**src/rtl/fp_add_sub_13_if.sv**
```systemverilog
// Operand/result bundle for the binary32 adder/subtractor.
interface fp_add_sub_13_if;
  logic        op;
  logic [31:0] a;
  logic [31:0] b;
  logic [31:0] c;

  modport master (output op, output a, output b, input c);
  modport slave  (input op, input a, input b, output c);
endinterface

```
**src/rtl/fp_add_sub_13.sv**
```systemverilog
// Combinational IEEE-754 binary32 adder/subtractor, round-to-nearest-even.
// clk/rst exist only for pipeline interface uniformity.
module fp_add_sub_13 (
  input  logic           clk,
  input  logic           rst,
  fp_add_sub_13_if.slave bus
);

  function automatic logic [4:0] lzc27(input logic [26:0] v);
    logic [4:0] n;
    logic       found;
    n     = '0;
    found = 1'b0;
    for (int i = 26; i >= 0; i--) begin
      if (!found) begin
        if (v[i]) found = 1'b1;
        else      n = n + 5'd1;
      end
    end
    return n;
  endfunction

  logic        sa, sb;
  logic [7:0]  ea, eb;
  logic [22:0] fa, fb;
  logic        a_nan, b_nan, a_inf, b_inf, swap;
  logic        sl, ss;
  logic [7:0]  el, es, d;
  logic [23:0] ml, ms;
  logic [49:0] wide;
  logic [26:0] lx, sx, m;
  logic [27:0] sum;
  logic [9:0]  e, sh;
  logic [4:0]  lz;
  logic        inc;
  logic [24:0] mant;
  logic [31:0] res;

  always_comb begin
    sa = bus.a[31];
    sb = bus.b[31] ^ bus.op;
    ea = bus.a[30:23];
    eb = bus.b[30:23];
    fa = bus.a[22:0];
    fb = bus.b[22:0];
    a_nan = (&ea) & (|fa);
    b_nan = (&eb) & (|fb);
    a_inf = (&ea) & ~(|fa);
    b_inf = (&eb) & ~(|fb);

    // Finite encodings order by magnitude as unsigned integers.
    swap = bus.b[30:0] > bus.a[30:0];
    sl = swap ? sb : sa;
    ss = swap ? sa : sb;
    el = swap ? ((eb == 8'd0) ? 8'd1 : eb) : ((ea == 8'd0) ? 8'd1 : ea);
    es = swap ? ((ea == 8'd0) ? 8'd1 : ea) : ((eb == 8'd0) ? 8'd1 : eb);
    ml = swap ? {|eb, fb} : {|ea, fa};
    ms = swap ? {|ea, fa} : {|eb, fb};
    d  = el - es;

    // Layout of lx/sx: {significand[23:0], guard, round, sticky}
    wide = {ms, 26'b0} >> d;
    sx   = (d >= 8'd26) ? {26'b0, |ms} : {wide[49:24], |wide[23:0]};
    lx   = {ml, 3'b000};
    sum  = (sl == ss) ? ({1'b0, lx} + {1'b0, sx}) : ({1'b0, lx} - {1'b0, sx});

    e  = {2'b00, el};
    lz = '0;
    sh = '0;
    if (sum[27]) begin
      m = {sum[27:2], sum[1] | sum[0]};
      e = e + 10'd1;
    end else begin
      m  = sum[26:0];
      lz = lzc27(m);
      // Left shift stops at exponent 1, leaving a denormal.
      sh = ({5'b0, lz} < (e - 10'd1)) ? {5'b0, lz} : (e - 10'd1);
      m  = m << sh;
      e  = e - sh;
    end

    inc  = m[2] & (m[1] | m[0] | m[3]);
    mant = {1'b0, m[26:3]} + {24'b0, inc};
    if (mant[24]) begin
      mant = mant >> 1;
      e    = e + 10'd1;
    end

    if (e >= 10'd255) begin
      res = {sl, 8'hFF, 23'b0};
    end else if (mant == 25'd0) begin
      // Only zero + zero of matching sign keeps a negative sign.
      res = {sl & ss, 31'b0};
    end else begin
      res = {sl, (mant[23] ? e[7:0] : 8'h00), mant[22:0]};
    end

    if (a_nan || b_nan || (a_inf && b_inf && (sa != sb))) begin
      res = 32'h7FC0_0000;
    end else if (a_inf) begin
      res = {sa, 8'hFF, 23'b0};
    end else if (b_inf) begin
      res = {sb, 8'hFF, 23'b0};
    end

    bus.c = res;
  end

  c_known_a: assert property (@(posedge clk) disable iff (!rst) !$isunknown(bus.c));

endmodule

```
**src/flat_wrapper.sv**
```systemverilog
// flat-port wrapper written by rule: the top's interface ports become plain ports
module fp_add_sub_13_flat 
  (clk, rst, bus_op, bus_a, bus_b, bus_c);
  fp_add_sub_13_if bus_i ();
  input  logic clk;
  input  logic rst;
  input wire logic [$bits(bus_i.op)-1:0] bus_op;
  input wire logic [$bits(bus_i.a)-1:0] bus_a;
  input wire logic [$bits(bus_i.b)-1:0] bus_b;
  output wire logic [$bits(bus_i.c)-1:0] bus_c;
  assign bus_i.op = bus_op;
  assign bus_i.a = bus_a;
  assign bus_i.b = bus_b;
  assign bus_c = bus_i.c;
  fp_add_sub_13 u_core (.clk(clk), .rst(rst), .bus(bus_i));
endmodule
```
**config.mk**
```make
export PLATFORM = sky130hd
export DESIGN_NAME = fp_add_sub_13_flat
export DESIGN_NICKNAME = d
export VERILOG_FILES = /design/src/rtl/fp_add_sub_13_if.sv /design/src/rtl/fp_add_sub_13.sv /design/src/flat_wrapper.sv
export SDC_FILE = /design/constraint.sdc
export NUM_CORES = 1
export LEC_CHECK = 0
export ABC_AREA = 1
export CORE_AREA = 2 2 181 183
export DETAILED_ROUTE_END_ITERATION = 8
export DIE_AREA = 0 0 183 185
export PLACE_DENSITY = 0.62
export SETUP_SLACK_MARGIN = 0.5
export SYNTH_ARGS = -nofsm -noshare
export SYNTH_HDL_FRONTEND = slang
export SYNTH_SLANG_ARGS = --single-unit
```
**constraint.sdc**
```tcl
create_clock -name vclk -period 36.5
set_input_delay 7.3 -clock vclk [all_inputs]
set_output_delay 7.3 -clock vclk [all_outputs]
set_load 0.005 [all_outputs]
```
==> results of run 1 <==
## layer usage
metal  vias to the layer above  routed length (um)  global-route usage
met1                      8800               24100               0.391
met5                         -                   0                   0
met2                       570               27700               0.561
met3                       106                3140              0.0317
met4                         0                1610              0.0717
li1                       9730                   -                   -
## power breakdown
part           switching [mW]  internal (mW)  leakage (nW)
sequential                  0              0             0
combinational           0.646          0.400          10.4
clock                       0              0             0
## logic make-up (layout without fill, tap and decap cells)
group                      after synthesis  after routing  synth area share
AOI/OAI and AO/OA                      312            312             0.125
xor gates and xnor gates                48             48            0.0296
and+or+nand+nor                       1869           1874             0.584
other                                    1              1          0.000264
buffers and inverters                  500            751             0.155
adders and majority gates              121            121             0.107
## Yosys cell counts, types with 4 or more instances
library cell / instances / share of area
a211oi_1: 4 / 0.0021
a21o_1: 6 / 0.0032
a21oi_1: 88 / 0.031
a21oi_2: 9 / 0.0055
a31oi_1: 10 / 0.0044
and2_1: 8 / 0.0035
buf_2: 11 / 0.0039
buf_4: 30 / 0.016
buf_6: 20 / 0.016
clkbuf_1: 10 / 0.0026
clkbuf_4: 10 / 0.0053
ha_1: 120 / 0.11
inv_1: 388 / 0.10
inv_2: 24 / 0.0063
nand2_1: 959 / 0.25
nand2_2: 31 / 0.014
nand2_4: 11 / 0.0087
nand3_1: 430 / 0.15
nand3_2: 7 / 0.0049
nand3b_1: 20 / 0.011
nand4_1: 41 / 0.018
nor2_1: 272 / 0.072
nor2_2: 11 / 0.0048
nor2_4: 13 / 0.010
nor2_8: 4 / 0.0056
nor3_1: 21 / 0.0074
nor4_1: 23 / 0.010
o211ai_1: 11 / 0.0058
o21a_1: 6 / 0.0032
o21ai_0: 117 / 0.041
o21ai_1: 31 / 0.011
o21ai_2: 5 / 0.0031
o21bai_1: 5 / 0.0026
or2_2: 12 / 0.0053
xnor2_1: 10 / 0.0062
xor2_1: 38 / 0.023
## layout make-up
| type | count | area share |
|---|---|---|
| well taps | 408 | 0.0273 |
| repair buffers | 335 | 0.169 |
| repair inverters | 1 | 0.000402 |
| inverters | 415 | 0.0850 |
| multi-input cells | 2356 | 0.718 |
## worst min-delay path by stage
| stage | start | end | slack [ns] | cells after the start |
|---|---|---|---|---|
| floorplan | bus_a[31] | bus_c[31] | 14.79 | 2 |
| global placement | bus_a[31] | bus_c[31] | 15.75 | 4 |
| detailed placement | bus_a[31] | bus_c[31] | 15.75 | 4 |
| CTS | bus_a[31] | bus_c[31] | 15.75 | 4 |
| global route | bus_a[22] | bus_c[22] | 15.45 | 8 |
| finish | bus_a[20] | bus_c[22] | 15.40 | 8 |
## what timing repair did
item	in CTS	in global routing
gates cloned	1	12
hold buffers	0	0
setup buffers	9	60
pin swaps	11	127
setup endpoints to repair	32	32
gates resized for setup	34	381
## through the flow
stage          worst slack, ns  TNS, ns  instance area, um2  total power, mW   util
6_report                  1.51        0               18700             1.05  0.583
3_3_place_gp           -0.0198  -0.0207               16400            0.892  0.511
2_1_floorplan             2.23        0               14200            0.576      -
4_1_cts                  0.504        0               16500            0.911  0.516
3_5_place_dp            -0.314    -5.96               16400            0.897  0.511
5_1_grt                  0.183        0               18700             1.15  0.583
==> impl_metrics.yaml, run 1 <==
setup_path:
  crit_cells: 156
  worstPathRequired_ns: 29.20
  cp_max_fo: 12
  worstSetupStartpointType: "input port"
  slowest_delay_ns: 0.52
  cp.arrival_ns: 27.69
  crit_family: "simple AND/OR/NAND/NOR gates"
  endpoint_kind: "primary output"
  crit_top_cell: "nand2_2"
  path_class: "input port to primary output"
  crit_path_end: "bus_c[14]"
  crit_buf_inv: 25
  worst_path_max_delay_cell: "clkdlybuf4s50_1"
  critPathLaunch: "bus_b[29]"
grt:
  grt.total_usage: 0.309
  first_global_vias: 17173
  grt_max_degree: 71
  grt-ovfl-total: 0
  grt_pass1_wl_um: 86000
  antenna_found_initial: 0
detailed_routing:
  wire_per_inst_um: 16.1
  via_per_inst: 5.46
  vias: 19206
  dr.pass1.iters: 6
  drt-initial-drc-count: 1361
  wl_um: 56500
  drc: 0
  drtAntennaViolNets: 0
synthesis:
  ys.warnings.count: 0
  syn_inst: 2851
  synth_cell_types: 60
  syn_area_mm2: 0.0142
  syn_nets: 3039
  ys_seq_area_frac: 0
  synth.avg_cell_area_um2: 4.99
power:
  power.density_mw_per_mm2: 56.0
  leakagePower_nw: 10.4
  ir_worst_vdd_mv: 0.0268
flow_run:
  drv_cap: 0
final_layout:
  n_antenna_cell: 0
  final_cell_mix: "nand2_1, nand3_1, inv_1, nor2_1, buf_4"
  final_cells: 3515
  clockBufferCount: 0
  design.seq.count: 0
  area_growth_pct: 31.2
  multi_input_area_mm2: 0.0134
  layout.nets: 3297
  drive_gt1_frac: 0.207
  layout_commonest_cell: "nand2_1"
  n_fill_cell: 3389
  final-seq-area_um2: 0
place:
  place_congestion: 0.942
  io_buffers: 97
  dp_hpwl_um: 45800
  dp_cells: 3433
sta:
  worst_pin_slew_ns: 1.07
  relSlewSlack: 0.288
  rsz0062_at_grt: "false"
  finalCritPeriodShare: 0.959
  slew_violations: 0
  setup_viol: 0
  max_freq_ghz: 0.0286
  fin_crit_ns: 34.99
  finalHoldWorstSlack_ns: 15.40
  hold_viol_final: 0
status:
  status: "completed"
die:
  row_count: 66
  io-pin-count: 99
  fp.dieH_um: 185
  start_util: 0.444
  die_x_um: 183
  core_area_mm2: 0.0320
  die-area_mm2: 0.0339
min_path:
  hp-class: "input port to primary output"
Power figures use the tool's default switching activity.
==> inputs of run 2 (changes only) <==
--- a/config.mk
+++ b/config.mk
@@ -6,6 +6,7 @@
 export NUM_CORES = 1
 export LEC_CHECK = 0
 export ABC_AREA = 1
+export CAP_MARGIN = 30
 export CORE_AREA = 2 2 181 183
 export DETAILED_ROUTE_END_ITERATION = 8
 export DIE_AREA = 0 0 183 185
==> impl_metrics.yaml, run 2 (synthesis gave the netlist of run 1 again) <==
final_layout:
  layout.nets: 3307
  design.seq.count: 0
  area_growth_pct: 33.3
  final-seq-area_um2: 0
  final_cell_mix: "nand2_1, inv_1, nand3_1, nor2_1, buf_4"
  finish.utilization: 0.592
  clockBufferCount: 0
  drive_gt1_frac: 0.220
  n_fill_cell: 3334
  final_cell_area_mm2: 0.0190
  n_antenna_cell: 0
  layout_commonest_cell: "nand2_1"
detailed_routing:
  via_per_inst: 5.50
  wire_per_inst_um: 16.3
  drtAntennaViolNets: 0
  vias: 19385
  drt-initial-drc-count: 1425
  drc: 0
  wl_um: 57500
  dr.pass1.iters: 7
status:
  status: "completed"
setup_path:
  crit_buf_inv: 22
  cp_max_fo: 12
  worstPathRequired_ns: 29.20
  crit_top_cell: "nand2_2"
  cp.arrival_ns: 27.76
  crit_family: "simple AND/OR/NAND/NOR gates"
  path_class: "input port to primary output"
  slowest_delay_ns: 0.52
  worst_path_max_delay_cell: "clkdlybuf4s50_1"
  endpoint_kind: "primary output"
  worstSetupStartpointType: "input port"
grt:
  grt_pass1_wl_um: 86000
  grt.total_usage: 0.309
  first_global_vias: 17173
  grt_max_degree: 71
  grt-ovfl-total: 0
  antenna_found_initial: 0
sta:
  finalHoldWorstSlack_ns: 15.38
  hold_viol_final: 0
  max_freq_ghz: 0.0285
  relSlewSlack: 0.286
  setup_viol: 0
  finalCritPeriodShare: 0.961
  fin_crit_ns: 35.06
  worst_pin_slew_ns: 1.07
  rsz0062_at_grt: "false"
  slew_violations: 0
  worst_slack_ns: 1.44
min_path:
  hp-class: "input port to primary output"
power:
  leakagePower_nw: 10.5
  ir_worst_vdd_mv: 0.0253
  power.density_mw_per_mm2: 56.9
place:
  io_buffers: 97
  pre_cts_slack_ns: -0.314
  dp_hpwl_um: 45800
  place_congestion: 0.942
  placed_area_mm2: 0.0164
die:
  die-area_mm2: 0.0339
  start_util: 0.444
  core_area_mm2: 0.0320
  fp.dieH_um: 185
  io-pin-count: 99
  die_x_um: 183
  row_count: 66
flow_run:
  drv_cap: 0
cts:
  cts_hold_buf: 0
run 2: final cells by class:
class / count / area [um2] / area share
multi-input combinational: 2356 / 13600 / 0.716
inverter: 415 / 1590 / 0.0839
timing repair buffer: 345 / 3270 / 0.173
tap: 408 / 510 / 0.0269
timing repair inverter: 1 / 7.51 / 0.000396
run 2: path summary, 6_finish.rpt:
check | end | slack (ns) | startpoint | cells past startpoint
worst max-delay path | bus_c[14] | 1.44 | bus_b[29] | 154
worst min-delay path | bus_c[22] | 15.38 | bus_a[20] | 8
run 2: layer usage:
metal	track usage	vias up	share of wire
met4	0.0717	0	0.028
met5	0	-	0
met2	0.561	610	0.49
met1	0.391	8926	0.43
met3	0.0317	103	0.052
li1	-	9746	-
run 2: repair_timing:
item	CTS	global route
cloned	1	15
buffers inserted	9	66
gates resized for setup	34	425
endpoints found under the setup margin	32	32
pin swaps	11	149
run 2: power breakdown:
group	internal, mW	leakage (nW)	switching [mW]
clock network	0	0	0
logic	0.417	10.5	0.663
registers	0	0	0
total	0.417	10.5	0.663
run 2: tightest hold or removal path: stages:
cell            delay, ns
dlymetal6s2s_1       0.12
nor4_1               0.11
nand4_1              0.19
nand2_1              0.07
nand2_1              0.06
inv_1                0.04
o21ai_0              0.07
dlymetal6s2s_1       0.13
run 2: through the flow:
step,power [mW],cells,TNS (ns)
CTS,0.911,3443,0
global route,1.19,3525,0
global placement,0.892,3433,-0.0207
detailed placement,0.897,3433,-5.96
floorplan,0.576,2851,0
finish,1.08,3525,0
==> inputs of run 3 (changes only) <==
--- a/config.mk
+++ b/config.mk
@@ -7,11 +7,12 @@
 export LEC_CHECK = 0
 export ABC_AREA = 1
 export CAP_MARGIN = 30
-export CORE_AREA = 2 2 181 183
+export CORE_AREA = 2 2 209 159
 export DETAILED_ROUTE_END_ITERATION = 8
-export DIE_AREA = 0 0 183 185
-export PLACE_DENSITY = 0.62
+export DIE_AREA = 0 0 211 161
+export PLACE_DENSITY = 0.71
 export SETUP_SLACK_MARGIN = 0.5
+export SLEW_MARGIN = 10
 export SYNTH_ARGS = -nofsm -noshare
 export SYNTH_HDL_FRONTEND = slang
 export SYNTH_SLANG_ARGS = --single-unit
==> impl_metrics.yaml, run 3 (synthesis gave the netlist of run 1 again) <==
sta:
  hold_viol_final: 0
  tns_ns: 0
  setup_viol: 0
  relSlewSlack: 0.306
  finalCritPeriodShare: 0.962
  worst_pin_slew_ns: 1.03
  worst_slack_ns: 1.37
  fin_crit_ns: 35.13
  finalHoldWorstSlack_ns: 15.39
  rsz0062_at_grt: "false"
  slew_violations: 0
  max_freq_ghz: 0.0285
place:
  pre_cts_slack_ns: -0.575
  dp_cells: 3372
  place_congestion: 0.997
  placed_area_mm2: 0.0159
  io_buffers: 97
  dp_hpwl_um: 44300
setup_path:
  cp_max_fo: 22
  crit_top_cell: "nand2_1"
  worstPathRequired_ns: 29.20
  crit_buf_inv: 27
  slowest_delay_ns: 0.54
  cp.arrival_ns: 27.83
  worstSetupStartpointType: "input port"
  worst_path_max_delay_cell: "clkdlybuf4s50_1"
  crit_family: "simple AND/OR/NAND/NOR gates"
  path_class: "input port to primary output"
  endpoint_kind: "primary output"
die:
  fp.dieH_um: 161
  start_util: 0.444
  die-area_mm2: 0.0340
  die_x_um: 211
  row_count: 57
  io-pin-count: 99
  core_area_mm2: 0.0320
grt:
  first_global_vias: 16348
  antenna_found_initial: 0
  grt_pass1_wl_um: 83700
  grt_max_degree: 71
  grt.total_usage: 0.299
  grt-ovfl-total: 0
detailed_routing:
  dr.pass1.iters: 6
  wire_per_inst_um: 16.3
  drt-initial-drc-count: 2068
  drc: 0
  wl_um: 56400
  via_per_inst: 5.61
  drtAntennaViolNets: 0
  vias: 19460
final_layout:
  finish.utilization: 0.569
  final_cell_area_mm2: 0.0182
  clockBufferCount: 0
  layout_commonest_cell: "nand2_1"
  final_cells: 3467
  final-seq-area_um2: 0
  design.seq.count: 0
  multi_input_area_mm2: 0.0134
  area_growth_pct: 28.0
  layout.nets: 3244
  n_fill_cell: 3217
  drive_gt1_frac: 0.194
  n_antenna_cell: 0
  final_cell_mix: "nand2_1, nand3_1, inv_1, nor2_1, buf_4"
status:
  status: "completed"
power:
  leakagePower_nw: 10.0
  power.density_mw_per_mm2: 57.4
  total_power_mw: 1.05
  ir_worst_vdd_mv: 0.0468
min_path:
  hp-class: "input port to primary output"
flow_run:
  drv_cap: 0
-- run 3: layout make-up --
cell class         count  share of cell area
inverters            415              0.0862
well taps            413              0.0284
repair buffers       283               0.149
multi-input cells   2356               0.736
-- run 3: repair_timing --
action,4_1_cts,5_1_grt
hold buffers,0,0
pin swaps,10,136
gates cloned,1,10
hold endpoints to repair,0,0
buffers inserted,6,74
setup endpoints to repair,32,32
gates resized for setup,52,352
-- run 3: worst paths after layout --
check | from | to | slack (ns) | depth (start not counted)
min | bus_a[21] | bus_c[22] | 15.39 | 8
max | bus_a[19] | bus_c[1] | 1.37 | 150
-- run 3: tightest hold or removal path, cell delays in order --
cell and delay (ns):
dlymetal6s2s_1 0.12, nor4_1 0.12, nand4_1 0.17, nand2_1 0.07
nand2_1 0.06, inv_1 0.04, o21ai_1 0.07, dlymetal6s2s_1 0.14
-- run 3: routing by layer --
metal	vias up	wire length, um	GRT usage
met2	904	23000	0.433
met3	55	5830	0.0397
met4	0	641	0.0339
li1	9635	-	-
met1	8866	26900	0.473
met5	-	0	0
-- run 3: power by group --
part	internal [mW]	switching (mW)	leakage [nW]
clock	0	0	0
sequential	0	0	0
combinational	0.377	0.669	10.0
total	0.377	0.669	10.0
